<file path="config.mk">
export PLATFORM = sky130hd
export DESIGN_NAME = accum_datapath_flat
export DESIGN_NICKNAME = d
export VERILOG_FILES = /design/src/rtl/accum_pkg.sv /design/src/rtl/accum_datapath_if.sv /design/src/rtl/accum_ram.sv /design/src/rtl/accum_datapath.sv /design/src/flat_wrapper.sv
export SDC_FILE = /design/constraint.sdc
export NUM_CORES = 1
export LEC_CHECK = 0
export CORE_MARGIN = 2
export CORE_UTILIZATION = 45
export CTS_CLUSTER_DIAMETER = 120
export DETAILED_ROUTE_END_ITERATION = 7
export PLACE_DENSITY = 0.72
export SLEW_MARGIN = 0
export SYNTH_ARGS = -nofsm -noshare
export SYNTH_HDL_FRONTEND = slang
export SYNTH_HIERARCHICAL = 1
export SYNTH_SLANG_ARGS = --single-unit
</file>
<file path="constraint.sdc">
create_clock -name Clock -period 3.3 [get_ports Clock]
set_input_delay 0.66 -clock Clock [delete_from_list [all_inputs] [get_ports Clock]]
set_output_delay 0.66 -clock Clock [all_outputs]
set_load 0.01 [all_outputs]
</file>
<file path="src/rtl/accum_pkg.sv">
// Shared widths, types and saturation helpers
// for the accumulate datapath slice.
package accum_pkg;

    localparam int DATA_W  = 16;
    localparam int ADDR_W  = 5;
    localparam int GUARD_W = 3;
    localparam int ACC_W   = DATA_W + GUARD_W;
    localparam int DEPTH   = 1 << ADDR_W;

    typedef logic [DATA_W-1:0] data_t;
    typedef logic [ADDR_W-1:0] addr_t;
    typedef logic [ACC_W-1:0]  acc_t;

    localparam data_t SAT_MAX = '1;

    // True when the accumulator no longer fits a memory word.
    function automatic logic acc_saturates(input acc_t a);
        return |a[ACC_W-1:DATA_W];
    endfunction

    // Clamp the accumulator to the largest storable word.
    function automatic data_t sat_to_data(input acc_t a);
        if (acc_saturates(a)) begin
            return SAT_MAX;
        end
        return a[DATA_W-1:0];
    endfunction

endpackage

</file>
<file path="src/rtl/accum_datapath_if.sv">
// Control bus from the FSM plus the host port,
// seen from the driver (master) and the datapath (slave).
interface accum_datapath_if;
    import accum_pkg::*;

    addr_t Address;
    logic  ReadEnable;
    logic  WriteEnable;
    logic  Load;
    logic  Clear;
    logic  Transfer;
    logic  Ready;

    logic  HostWrite;
    addr_t HostAddr;
    data_t HostWData;
    data_t HostRData;

    acc_t  Sum;
    logic  Overflow;
    logic  HostConflict;
    logic  Done;

    modport master (
        output Address, ReadEnable, WriteEnable,
        output Load, Clear, Transfer, Ready,
        output HostWrite, HostAddr, HostWData,
        input  HostRData, Sum, Overflow,
        input  HostConflict, Done
    );

    modport slave (
        input  Address, ReadEnable, WriteEnable,
        input  Load, Clear, Transfer, Ready,
        input  HostWrite, HostAddr, HostWData,
        output HostRData, Sum, Overflow,
        output HostConflict, Done
    );

endinterface

</file>
<file path="src/rtl/accum_ram.sv">
// 32-word dual-port working memory with registered
// reads on both ports; reads return pre-write data.
import accum_pkg::*;

module accum_ram (
    input  logic  clk,
    input  logic  rst,
    input  addr_t a_raddr,
    input  logic  a_we,
    input  addr_t a_waddr,
    input  data_t a_wdata,
    output data_t a_rdata,
    input  addr_t b_addr,
    input  logic  b_we,
    input  data_t b_wdata,
    output data_t b_rdata
);

    data_t mem [DEPTH];

    data_t a_rdata_d;
    data_t a_rdata_q;
    data_t b_rdata_d;
    data_t b_rdata_q;

    // Read data for both ports; reset flushes them to zero.
    always_comb begin
        a_rdata_d = mem[a_raddr];
        b_rdata_d = mem[b_addr];
        if (rst) begin
            a_rdata_d = '0;
            b_rdata_d = '0;
        end
    end

    // Read registers.
    always_ff @(posedge clk) begin
        a_rdata_q <= a_rdata_d;
        b_rdata_q <= b_rdata_d;
    end

    // Storage writes; the top never enables both ports at once.
    always_ff @(posedge clk) begin
        if (a_we) begin
            mem[a_waddr] <= a_wdata;
        end
        if (b_we) begin
            mem[b_addr] <= b_wdata;
        end
    end

    assign a_rdata = a_rdata_q;
    assign b_rdata = b_rdata_q;

endmodule

</file>
<file path="src/rtl/accum_datapath.sv">
// Datapath behind the accumulate/save FSM: read pipe,
// operand, accumulator, saturating write-back, host port.
import accum_pkg::*;

module accum_datapath (
    input  logic              Clock,
    input  logic              Reset,
    accum_datapath_if.slave   bus
);

    addr_t rd_addr_d;
    addr_t rd_addr_q;
    data_t operand_d;
    data_t operand_q;
    acc_t  acc_d;
    acc_t  acc_q;
    logic  overflow_d;
    logic  overflow_q;
    logic  host_conflict_d;
    logic  host_conflict_q;
    logic  done_d;
    logic  done_q;

    data_t rd_data;
    data_t host_rdata;
    data_t wb_data;
    logic  wb_sat;
    logic  fsm_we;
    logic  host_we;
    logic  fsm_busy;
    logic  start_cond;

    // Port-level qualifiers: FSM wins, reset blocks writes.
    always_comb begin
        fsm_busy   = bus.ReadEnable | bus.WriteEnable;
        fsm_we     = bus.WriteEnable & ~Reset;
        host_we    = bus.HostWrite & ~fsm_busy & ~Reset;
        wb_data    = sat_to_data(acc_q);
        wb_sat     = acc_saturates(acc_q);
        start_cond = ~bus.Clear & (bus.Address == '0)
                   & ~bus.ReadEnable;
    end

    // Next-state for every datapath register.
    always_comb begin
        rd_addr_d       = rd_addr_q;
        operand_d       = operand_q;
        acc_d           = acc_q;
        overflow_d      = overflow_q;
        done_d          = done_q;
        host_conflict_d = bus.HostWrite & fsm_busy;

        if (bus.ReadEnable) begin
            rd_addr_d = bus.Address;
        end

        if (bus.Load) begin
            operand_d = rd_data;
        end

        if (!bus.Clear) begin
            acc_d = '0;
        end else if (bus.Transfer) begin
            acc_d = acc_q + {{GUARD_W{1'b0}}, operand_q};
        end

        if (!bus.Clear) begin
            overflow_d = 1'b0;
        end else if (fsm_we && wb_sat) begin
            overflow_d = 1'b1;
        end

        if (bus.Ready) begin
            done_d = 1'b1;
        end else if (start_cond) begin
            done_d = 1'b0;
        end

        if (Reset) begin
            rd_addr_d       = '0;
            operand_d       = '0;
            acc_d           = '0;
            overflow_d      = 1'b0;
            done_d          = 1'b0;
            host_conflict_d = 1'b0;
        end
    end

    // Datapath registers.
    always_ff @(posedge Clock) begin
        rd_addr_q       <= rd_addr_d;
        operand_q       <= operand_d;
        acc_q           <= acc_d;
        overflow_q      <= overflow_d;
        done_q          <= done_d;
        host_conflict_q <= host_conflict_d;
    end

    accum_ram u_ram (
        .clk     (Clock),
        .rst     (Reset),
        .a_raddr (rd_addr_q),
        .a_we    (fsm_we),
        .a_waddr (bus.Address),
        .a_wdata (wb_data),
        .a_rdata (rd_data),
        .b_addr  (bus.HostAddr),
        .b_we    (host_we),
        .b_wdata (bus.HostWData),
        .b_rdata (host_rdata)
    );

    assign bus.HostRData    = host_rdata;
    assign bus.Sum          = acc_q;
    assign bus.Overflow     = overflow_q;
    assign bus.HostConflict = host_conflict_q;
    assign bus.Done         = done_q;

endmodule

</file>
<file path="src/flat_wrapper.sv">
// flat-port wrapper written by rule: the top's interface ports become plain ports
module accum_datapath_flat 
  (Clock, Reset, bus_Address, bus_ReadEnable, bus_WriteEnable, bus_Load, bus_Clear, bus_Transfer, bus_Ready, bus_HostWrite, bus_HostAddr, bus_HostWData, bus_HostRData, bus_Sum, bus_Overflow, bus_HostConflict, bus_Done);
  accum_datapath_if bus_i ();
  input  logic Clock;
  input  logic Reset;
  input wire logic [$bits(bus_i.Address)-1:0] bus_Address;
  input wire logic [$bits(bus_i.ReadEnable)-1:0] bus_ReadEnable;
  input wire logic [$bits(bus_i.WriteEnable)-1:0] bus_WriteEnable;
  input wire logic [$bits(bus_i.Load)-1:0] bus_Load;
  input wire logic [$bits(bus_i.Clear)-1:0] bus_Clear;
  input wire logic [$bits(bus_i.Transfer)-1:0] bus_Transfer;
  input wire logic [$bits(bus_i.Ready)-1:0] bus_Ready;
  input wire logic [$bits(bus_i.HostWrite)-1:0] bus_HostWrite;
  input wire logic [$bits(bus_i.HostAddr)-1:0] bus_HostAddr;
  input wire logic [$bits(bus_i.HostWData)-1:0] bus_HostWData;
  output wire logic [$bits(bus_i.HostRData)-1:0] bus_HostRData;
  output wire logic [$bits(bus_i.Sum)-1:0] bus_Sum;
  output wire logic [$bits(bus_i.Overflow)-1:0] bus_Overflow;
  output wire logic [$bits(bus_i.HostConflict)-1:0] bus_HostConflict;
  output wire logic [$bits(bus_i.Done)-1:0] bus_Done;
  assign bus_i.Address = bus_Address;
  assign bus_i.ReadEnable = bus_ReadEnable;
  assign bus_i.WriteEnable = bus_WriteEnable;
  assign bus_i.Load = bus_Load;
  assign bus_i.Clear = bus_Clear;
  assign bus_i.Transfer = bus_Transfer;
  assign bus_i.Ready = bus_Ready;
  assign bus_i.HostWrite = bus_HostWrite;
  assign bus_i.HostAddr = bus_HostAddr;
  assign bus_i.HostWData = bus_HostWData;
  assign bus_HostRData = bus_i.HostRData;
  assign bus_Sum = bus_i.Sum;
  assign bus_Overflow = bus_i.Overflow;
  assign bus_HostConflict = bus_i.HostConflict;
  assign bus_Done = bus_i.Done;
  accum_datapath u_core (.Clock(Clock), .Reset(Reset), .bus(bus_i));
endmodule
</file>
# Word-level counts from Yosys, hierarchy flattened
# Memory sizes are Yosys's and may differ from the RTL's. A register that Yosys moved wholly into a read port is not among the register bits.
# Cells that the tools add are included.
# Widths: inputs -> output; s select.
# word_totals
register_bits,43
mem_bits_rw,512
in_bits,35
out_inout_bits,38
mem_count,1
# op_classes
add_sub_neg,1
mux,12
n_bitwise,11
n_reduce_logical,6
# mem_list
name,words,width,read_ports,rd_clocked_by_memory_dff,wr,line_no,rtl
u_core.u_ram.mem,32,16,2,2,1,accum_ram.sv:19,data_t mem [DEPTH];
# ops
operator,count
$mux 16,3
$add 19x16->19,1
$reduce_or 16->1,1
$mux 1,8
$and 1x1->1,6
$logic_not 5->1,1
$mux 5,1
$not 1->1,4
$reduce_or 3->1,1
$reduce_bool 2->1,1
$reduce_or 2->1,1
$logic_and 1x1->1,1
$or 1x1->1,1

# Logic depth before layout (Yosys ltp)
# depth
depth_word,8
depth_mapped,9

# Modules after synthesis
# Netlist, hierarchy kept.
# modules_own_cells
module,instances,cells_each,area_per_inst_um2,seq_area_each_um2
accum_ram,1,1867,31691.6,16015.4
accum_datapath,1,295,2488.6,860.8

# Least setup slack after synthesis
# Ideal clock, no wire load.
# synth_path
path_kind,input -> register
startpoint,in Reset
endpoint,"mem u_core/u_ram/mem[12][0] (netlist name), enable pin"
setup_time_ps,411
t_arrival_ps,2845
required_ps,2889
path_slack_ps,44
cell_stages,5
n_path_buf,2
cell_sequence,clkbuf_1 -> nor2b_1 -> or3b_2 -> buf_1 -> o21ai_0
# synth_lines
element,line_no,rtl
start: declaration,flat_wrapper.sv:6,input logic Reset;
$not 1->1,accum_datapath.sv:36,fsm_we = bus.WriteEnable & ~Reset;
$and 1x1->1,accum_datapath.sv:36,
named net u_core.fsm_we,accum_datapath.sv:28,logic fsm_we;
$mux 1,accum_ram.sv:44,if (a_we) begin
$mux 1 (implied by the code),accum_ram.sv:45,mem[a_waddr] <= a_wdata;
$mux 1 (no source line),-,
end: declaration,accum_ram.sv:19,
# The timed path passes the listed nets, and every way through them passes these cells.

==> results.sh <==
export IMPL_outcome="complete, no violations"
export IMPL_antenna_cells=0
export IMPL_max_freq_mhz=380
export IMPL_maxCapViolCount=0
export IMPL_pwr_share_comb_pct=9.9
export IMPL_synth_edf_count=512
export IMPL_pwr_share_clk_pct=42.1
export IMPL_fp_row_count=101
export IMPL_cellPowerDensity_nw_per_um2=434
export IMPL_num_nets_final=2281
export IMPL_ys_flop_type="edfxtp_1"
export IMPL_drt_iter0_markers=2828
export IMPL_hold_depth=3
export IMPL_hold_path_end="u_core/bus.HostConflict"
export IMPL_synthMuxAreaShare_pct=36.3
export IMPL_max_slew_margin_rel_pct=24.2
export IMPL_fin_tns_setup_ps=0
export IMPL_fp_coreArea_um2=75600
export IMPL_drtAntennaViolNets=0
export IMPL_grt_pass1_vias=22502
export IMPL_finalHoldViolCount=0
export IMPL_dieArea_um2=78200
export IMPL_synth_top_family_by_area="multiplexers"
export IMPL_cts_tree="built"
export IMPL_fp_dieH_um=280
export IMPL_avgSynthCellArea_um2=15.8
export IMPL_reg2reg_from="u_core/rd_addr_q[0]"
export IMPL_seq_power_share_pct=48.0
export IMPL_grt_pass1_wl_um=155000
export IMPL_ios=73
export IMPL_num_vias=22185
export IMPL_rsz0062_at_grt="no"
export IMPL_multi_input_area_um2=16100
export IMPL_internal_power_uw=12900
export IMPL_synth_cells=2162
export IMPL_h_tree_depth=3
export IMPL_root_buffer="clkbuf_16"
export IMPL_reg2reg_depth=4
export IMPL_synth_simple_area_share_pct=3.99
export IMPL_endpoint_kind="flip-flop"
export IMPL_hp_class="in2reg"
export IMPL_p_sw_uw=4090
export IMPL_grt_overflow_total=0
export IMPL_synth_xor_xnor_area_share_pct=0.179
export IMPL_netlist_area_um2=34200
export IMPL_die_x_um=280
export IMPL_post_place_cells=3139
export IMPL_arrival_ps=3090
export IMPL_gp_congestion=0.959
export IMPL_slowest_stage="nor2b_1"
export IMPL_synth_compound_area_share_pct=5.32
export IMPL_ys_warnings_count=6
export IMPL_vias_per_cell=6.81
export IMPL_wl_um=107000
export IMPL_r2r_end="u_core/u_ram/a_rdata[9]"
export IMPL_clkSinkCount=587
export IMPL_wl_per_cell_um=32.8
export IMPL_tightest_slew_ps=1140
export IMPL_slew_viol_final=0
export IMPL_fin_crit_sh_pct=79.7
export IMPL_synth_top_area_share_pct=45.0
export IMPL_cp_slowest_stage_delay_ps=730
export IMPL_drive_gt1_share_pct=48.6
export IMPL_cts_setup_buffers=0
export IMPL_period_needed_ps=2630
export IMPL_setup_viol=0
export IMPL_crit_buf_inv=1
export IMPL_path_max_fanout=17
export IMPL_start_util_pct=45.2
export IMPL_p_leak_uw=0.0139
export IMPL_cts_buffers=66
export IMPL_synth_yosys_seq_area_share_pct=49.4
export IMPL_worstSkewPairLatency_ps=630
export IMPL_rrSetupSlack_ps=670
export IMPL_switching_share_pct=24.1
export IMPL_cts_buffer_depth=3
export IMPL_synth_top_cell_by_area="edfxtp_1"
export IMPL_dpl_hpwl_um=70100
export IMPL_drc=0
export IMPL_synth_seq_cells=587
export IMPL_synthAdderAreaFrac_pct=0.644
export IMPL_hp_start="Reset"
export IMPL_crit_chain="buf_12 > nor2b_1 > a22oi_1 > a31oi_1"
export IMPL_track_usage_pct=27.3
export IMPL_areaGrowthSynthToFinish_pct=14.7
export IMPL_nFillCells=6058
export IMPL_synthArstFlopShare_pct=0
export IMPL_antenna_found_initial=5
export IMPL_required_ps=3760
export IMPL_skew_ps=23.9
export IMPL_cts_clk_slew_worst_paths_ps=60
export IMPL_netlist_top_cells_area="edfxtp_1 (45%), mux4_2 (15%), mux2_2 (14%)"
export IMPL_ys_types=71
export IMPL_path_class="reg2reg"
export IMPL_final_cells=3259
export IMPL_vdd_ir_drop_max_mv=0.361
export IMPL_cp_top_family="compound AO/OA/AOI/OAI gates"
export IMPL_synth_net_count=2214
export IMPL_cts_resized=0
export IMPL_grt_max_degree=51
export IMPL_startpoint_type="flip-flop"
export IMPL_io_buffers=72
export IMPL_hold_buffers=0
export IMPL_drtPass1Iterations=5
export IMPL_seq_area_um2=16900
[layout by cell type (no fill, tap or decap), drive strengths merged, types with 5 or more instances in the layout]
master	n
edfxtp	512
mux2	512
mux4	240
buf	176
mux2i	93
clkbuf	86
dfxtp	75
clkdlybuf4s50	69
nor2	68
a22oi	66
o21ai	40
nand2	39
nand2b	27
a31oi	26
clkinv	25
o22ai	24
a21oi	20
a221oi	18
a221o	17
ha	16
nand3b	13
inv	12
nand3	10
a41oi	9
nor2b	8
a22o	7
nor3	6
nand4	5
or3	5
o2111ai	5
nor3b	5
[Yosys cell counts (all sizes together) (26+ instances only)]
master and instances:
mux2 512, nand2b 27, o21ai 40, clkbuf 127
a31oi 26, nand2 39, a22oi 66, dfxtp 75
mux4 240, edfxtp 512, nor2 68, mux2i 93
buf 119
[power groups by stage]
| stage | clock network (uW) | registers (uW) | logic [uW] |
|---|---|---|---|
| after global routing | 7510 | 8160 | 1740 |
| final | 7160 | 8160 | 1690 |
| after detailed placement | 0 | 8310 | 1650 |
| after global placement | 0 | 8310 | 1620 |
| after floorplan | 0 | 8280 | 1050 |
| after CTS | 7260 | 8160 | 1660 |
[how the worst max path moves through the flow]
stage | from | endpoint | slack [ps] | cells past startpoint
global route | u_core/rd_addr_q[0] | u_core/u_ram/a_rdata[11] | 640 | 7
detailed placement | bus_HostWrite | u_core/u_ram/mem[19][7] | 260 | 9
floorplan | Reset | u_core/u_ram/mem[12][0] | 40 | 5
global placement | bus_HostWrite | u_core/u_ram/mem[19][14] | 240 | 9
finish | u_core/rd_addr_q[0] | u_core/u_ram/a_rdata[9] | 670 | 4
CTS | u_core/rd_addr_q[0] | u_core/u_ram/a_rdata[6] | 750 | 7
[final cells by class]
cell class,instances,area share (%)
clock buffers,86,4.56
clock inverters,34,0.734
multi-input cells,1321,41.0
well taps,978,3.12
repair buffers,245,7.45
inverters,8,0.0766
flip-flops and latches,587,43.1
[cells by family after synthesis]
| group | Yosys count |
|---|---|
| muxes | 845 |
| DFF | 587 |
| buffers and inverters | 254 |
| AOI/OAI and AO/OA | 250 |
| and+or+nand+nor | 202 |
| adders and majority gates | 17 |
| xor gates and xnor gates | 7 |
[per-layer routing]
| layer | part of all wire [%] | vias to the layer above | routed length, um | track usage [%] |
|---|---|---|---|---|
| met2 | 46 | 1488 | 49000 | 42.3 |
| li1 | - | 8933 | - | - |
| met5 | 0.035 | - | 37 | 0 |
| met1 | 38 | 11457 | 40700 | 36.6 |
| met4 | 5.2 | 6 | 5610 | 13.0 |
| met3 | 11 | 301 | 11600 | 6.21 |
[registers in the layout, indices dropped and copies added, names as in the netlist]
name	count
u_core/u_ram/a_rdata	16
u_core/bus.Overflow	1
u_core/u_ram/mem	512
u_core/bus.Sum	19
u_core/bus.HostConflict	1
u_core/u_ram/b_rdata	16
u_core/bus.Done	1
u_core/operand_q	16
u_core/rd_addr_q	5
[per-stage QoR]
step	worst slack (ps)	utilization (%)	hold WS, ps	instance area (um2)	power (uW)
2_1_floorplan	43.9	-	440	34200	9330
3_3_place_gp	240	49.1	440	37100	9930
3_5_place_dp	256	49.1	455	37100	9960
4_1_cts	748	51.9	361	39200	17100
5_1_grt	643	51.9	375	39200	17400
6_report	668	51.9	386	39200	17000
[worst reg2reg max path, delay by kind of cell, from the launching register on]
kind,cells,cell delay (ps)
buf+inv,1,300
flops,1,510
compound gates,2,930
simple gates,1,740
(Power assumes the default switching activity.)
